==> config.mk <==
export PLATFORM = sky130hd
export DESIGN_NAME = sad_ctrl
export DESIGN_NICKNAME = d
export VERILOG_FILES = /design/src/rtl/sad_ctrl.sv
export SDC_FILE = /design/constraint.sdc
export NUM_CORES = 1
export LEC_CHECK = 0
export CORE_MARGIN = 1
export CORE_UTILIZATION = 52
export DETAILED_ROUTE_END_ITERATION = 6
export PLACE_DENSITY = 0.89
export SYNTH_ARGS = -nofsm -noshare
export SYNTH_HDL_FRONTEND = slang
export SYNTH_SLANG_ARGS = --single-unit
export TNS_END_PERCENT = 20
==> constraint.sdc <==
create_clock -name clk -period 3.8 [get_ports clk]
set_input_delay 0.57 -clock clk [delete_from_list [all_inputs] [get_ports clk]]
set_output_delay 0.57 -clock clk [all_outputs]
set_load 0.05 [all_outputs]
==> src/rtl/sad_ctrl.sv <==
// sad_ctrl: block sum-of-absolute-differences controller; define SAD_SATURATE_EN for a clamping accumulator with sticky ovf
module abs_diff #(parameter int W = 4) (
  input  logic [W-1:0] a,
  input  logic [W-1:0] b,
  output logic [W-1:0] d
);
  logic [W:0] s;
  assign s = {1'b0, a} - {1'b0, b};
  assign d = s[W] ? -s[W-1:0] : s[W-1:0];
endmodule

module sad_ctrl #(
  parameter int LEN_W = 5,
  parameter int ACC_W = 8
) (
  input  logic             clk,
  input  logic             rst,
  input  logic             start,
  input  logic [LEN_W-1:0] len,
  input  logic             in_valid,
  output logic             in_ready,
  input  logic [3:0]       A,
  input  logic [3:0]       B,
  output logic             busy,
  output logic             done,
  output logic [ACC_W-1:0] sad,
  output logic             ovf
);
  localparam logic [1:0] IDLE = 2'd0, RUN = 2'd1, DONE = 2'd2;
  logic [1:0] state;
  logic [LEN_W-1:0] rem;
  logic [3:0] d;
  logic acc, go;
  abs_diff #(.W(4)) u_abs (.a(A), .b(B), .d(d));
  assign in_ready = state == RUN;
  assign busy = state == RUN;
  assign done = state == DONE;
  assign acc = in_valid & in_ready;
  assign go = (state == IDLE) & start;
  // block sequencing: length latched on start, counted down per accepted pair
  always_ff @(posedge clk or posedge rst)
    if (rst) begin
      state <= IDLE;
      rem <= '0;
    end else begin
      case (state)
        IDLE: if (start) begin
          rem <= len;
          state <= (len == '0) ? DONE : RUN;
        end
        RUN: if (acc) begin
          rem <= rem - 1'b1;
          state <= (rem == LEN_W'(1)) ? DONE : RUN;
        end
        default: state <= IDLE;
      endcase
    end
`ifdef SAD_SATURATE_EN
  logic [ACC_W:0] sum;
  assign sum = {1'b0, sad} + (ACC_W+1)'(d);
  // accumulator clamps at full scale; ovf latches on the first carry-out
  always_ff @(posedge clk or posedge rst)
    if (rst) begin
      sad <= '0;
      ovf <= 1'b0;
    end else if (go) begin
      sad <= '0;
      ovf <= 1'b0;
    end else if (acc) begin
      sad <= sum[ACC_W] ? '1 : sum[ACC_W-1:0];
      ovf <= ovf | sum[ACC_W];
    end
`else
  assign ovf = 1'b0;
  // accumulator wraps modulo its width
  always_ff @(posedge clk or posedge rst)
    if (rst) sad <= '0;
    else if (go) sad <= '0;
    else if (acc) sad <= sad + ACC_W'(d);
`endif
endmodule

==> run_results.csv <==
group,metric,value,unit
outcome,status,"completed",
synth,synth_fa_ha_area_frac,0.152,
drt,drt-vias-per-instance,5.63,
sta,tns,0,ps
setup_path,worstReg2RegEnd,"sad[6]",
floorplan,die_w,49.5,microns
floorplan,start_util,0.574,
sta,setup_ws,430,ps
drt,drt-total-wl,2.42,mm
synth,avgSynthCellArea,8.95,sq um
synth,synth_nets,161,
setup_path,crit_chain,"clkdlybuf4s50_1 -> ha_1 -> inv_1 -> fa_1 -> a21o_1 -> a21o_1 -> a31oi_1 -> xnor2_1 -> ha_1 -> o21ai_0 -> o21a_1 -> or4_1 -> a21oi_1",
setup_path,startpoint,"B[0]",
power,p_leak,0.667,nW
sta,worst_slew_pin_slew,550,ps
floorplan,ios,29,
synth,syn_area,1170,sq um
clocking,clkLatencyLatePin,280,ps
synth,yosys_most_used_dff,"dfrtp_1",
clocking,tritoncts,"yes",
cells_and_area,finalInstanceArea,1470,sq um
sta,finalCritPeriodShare,0.887,
clocking,clk_pin_slew,90,ps
flow_run,cap_violations,0,
drt,initialDrtViolationCount,20,
global_route,grt_pass1_wl,4.33,mm
cells_and_area,area_growth,25.3,%
global_route,gr-total-overflow,0,
setup_path,reg2reg_slack,1940,ps
synth,yosysSeqAreaShare,0.320,
synth,synth_xor_area_frac,0.0448,
floorplan,rows,16,
setup_path,critPathLaunchType,"primary input",
sta,finalHoldViolCount,0,
global_route,antenna_found_initial,0,
placed_design,io_buffers,27,
placed_design,dp_worst_setup_slack,155,ps
clocking,cts_setup_buffers,0,
setup_path,cpPeakStageDelay,480,ps
clocking,clkSinkCount,15,
sta,final.min_clock_period,3370,ps
sta,fmax,297,MHz
cells_and_area,layout_commonest_cell,"clkdlybuf4s50_1",
floorplan,die_h,49.5,microns
cells_and_area,num_antenna_cells,0,
drt,drtPass1Iterations,4,
drt,drc,0,
synth,netlist_instances,131,
drt,vias,1036,
drt,drt-wirelength-per-cell,13.2,microns
clocking,htree_levels,1,
synth,synth_top_family_by_area,"compound AO/OA/AOI/OAI gates",
sta,setup-violations-final,0,
power,power_density,769,nW/um^2
cells_and_area,final_core_util,0.719,
cells_and_area,final_cell_mix,"clkdlybuf4s50_1 (27), dfrtp_1 (15), inv_1 (14), a21oi_1 (12), ha_1 (11)",
placed_design,dp_hpwl,1.94,mm
setup_path,crit_path_end_kind,"flop",
synth,ys_warn_count,0,
clocking,cts_resized,0,
cells_and_area,nNetsFinal,188,
setup_path,slowest_stage,"or4_1",
synth,synth_seq_cells,15,
synth,synth-compound-area-share,0.224,
clocking,cts_inserted_buffers,3,
setup_path,critPathMaxFanout,4,
hold_path,min_from,"state[1]",
cells_and_area,fin_cells,184,
synth,synthMuxAreaShare,0.0171,
drt,ant_nets,0,
sta,clock-skew-final,8.61,ps
clocking,postCtsHoldBufs,0,
synth,synth_edf_count,0,
synth,yosys-top-cells-area,"dfrtp_1 (32%), ha_1 (12%), a21oi_1 (5.1%)",
floorplan,fp.coreArea,2040,sq um
setup_path,crit_arrival,3590,ps
power,peakVddDrop,0.662,mV
sta,max_slew_margin,0.633,
placed_design,gp_congestion,0.826,
setup_path,r2r-start,"sad[0]",
hold_path,hold_path_depth,1,
sta,rsz0062_at_grt,"false",
synth,synth-simple-area-share,0.157,
placed_design,dp_cells,180,
synth,ys_types,40,
clocking,clock-root-buffer,"clkbuf_4",
setup_path,critical_path_class,"primary input to flop",
setup_path,worstPathRequired,4020,ps
global_route,first_global_vias,1069,
cells_and_area,drive_above_1_share,0.0510,
power,finalPower,1.13,mW
sta,slew_viol_final,0,
floorplan,dieArea,2450,sq um
synth,async_flop_share,1.00,
sta,hold-worst-slack,523,ps
synth,synth_top_area_frac,0.320,
global_route,grtUsageTotal,0.228,
setup_path,ff2ff_path_depth,7,
clocking,clockBufferDepth,2,
hold_path,hp-class,"flop to flop",
global_route,grt_max_degree,17,
synth,synth.largest_area_cell,"dfrtp_1",
placed_design,placed_area,1440,sq um
hold_path,holdPathEnd,"state[1]",
==> worst max path at each step <==
stage                   to  slack, ps  cells after the start
detailed placement  sad[7]        160                     13
finish              sad[7]        430                     13
global placement    sad[7]        310                     13
global route        sad[7]        240                     14
floorplan           sad[7]        800                     13
CTS                 sad[7]        450                     13
==> Yosys cell counts (2+ instances only) <==
cell,number
dfrtp_1,15
inv_1,14
a21oi_1,12
ha_1,11
nand2_1,10
o21ai_0,8
nor2_1,7
a21o_1,5
o22ai_1,3
or4_1,3
xnor2_1,3
xor2_1,3
a211oi_1,2
a2bb2oi_1,2
a31oi_1,2
buf_4,2
fa_1,2
mux2i_1,2
nand2b_1,2
nand3b_1,2
o31ai_1,2
==> area by class of cell <==
cell class	count	area (sq um)
Clock buffer	3	22.5
Inverter	15	61.3
Clock inverter	1	5.00
Sequential cell	15	375
Timing Repair Buffer	27	270
Multi-Input combinational cell	96	701
Fill cell	171	573
Tap cell	27	33.8
==> metal layers <==
metal / vias to the layer above / wire (microns) / global-route usage
li1: 517 / - / -
met1: 483 / 1010 / 0.249
met2: 32 / 1250 / 0.441
met3: 4 / 118 / 0.0185
met4: 0 / 40 / 0.105
met5: - / 0 / 0
==> cells by family after synthesis <==
group	count (synthesis)
simple gates	33
compound gates	41
xor+xnor	6
fa+ha+maj	13
other cells	1
flops	15
mux	2
buf+inv	20
==> report_power, final <==
part	total, mW	switching (mW)	internal, mW
clock	0.0902	0.0511	0.0391
combinational	0.745	0.457	0.287
sequential	0.294	0.0647	0.230
total	1.13	0.573	0.556
==> flip-flops by register name, summed over array words and instances, names as in the netlist <==
signal and cells:
sad 8, state 2, rem 5
==> critical path, delay by kind of cell <==
family          cells  cell delay (ps)
fa+ha+maj           3              870
compound gates      6             1040
buf+inv             2              520
xor+xnor            1              100
simple gates        1              480
Note: power is estimated with default switching activity, not from simulation.
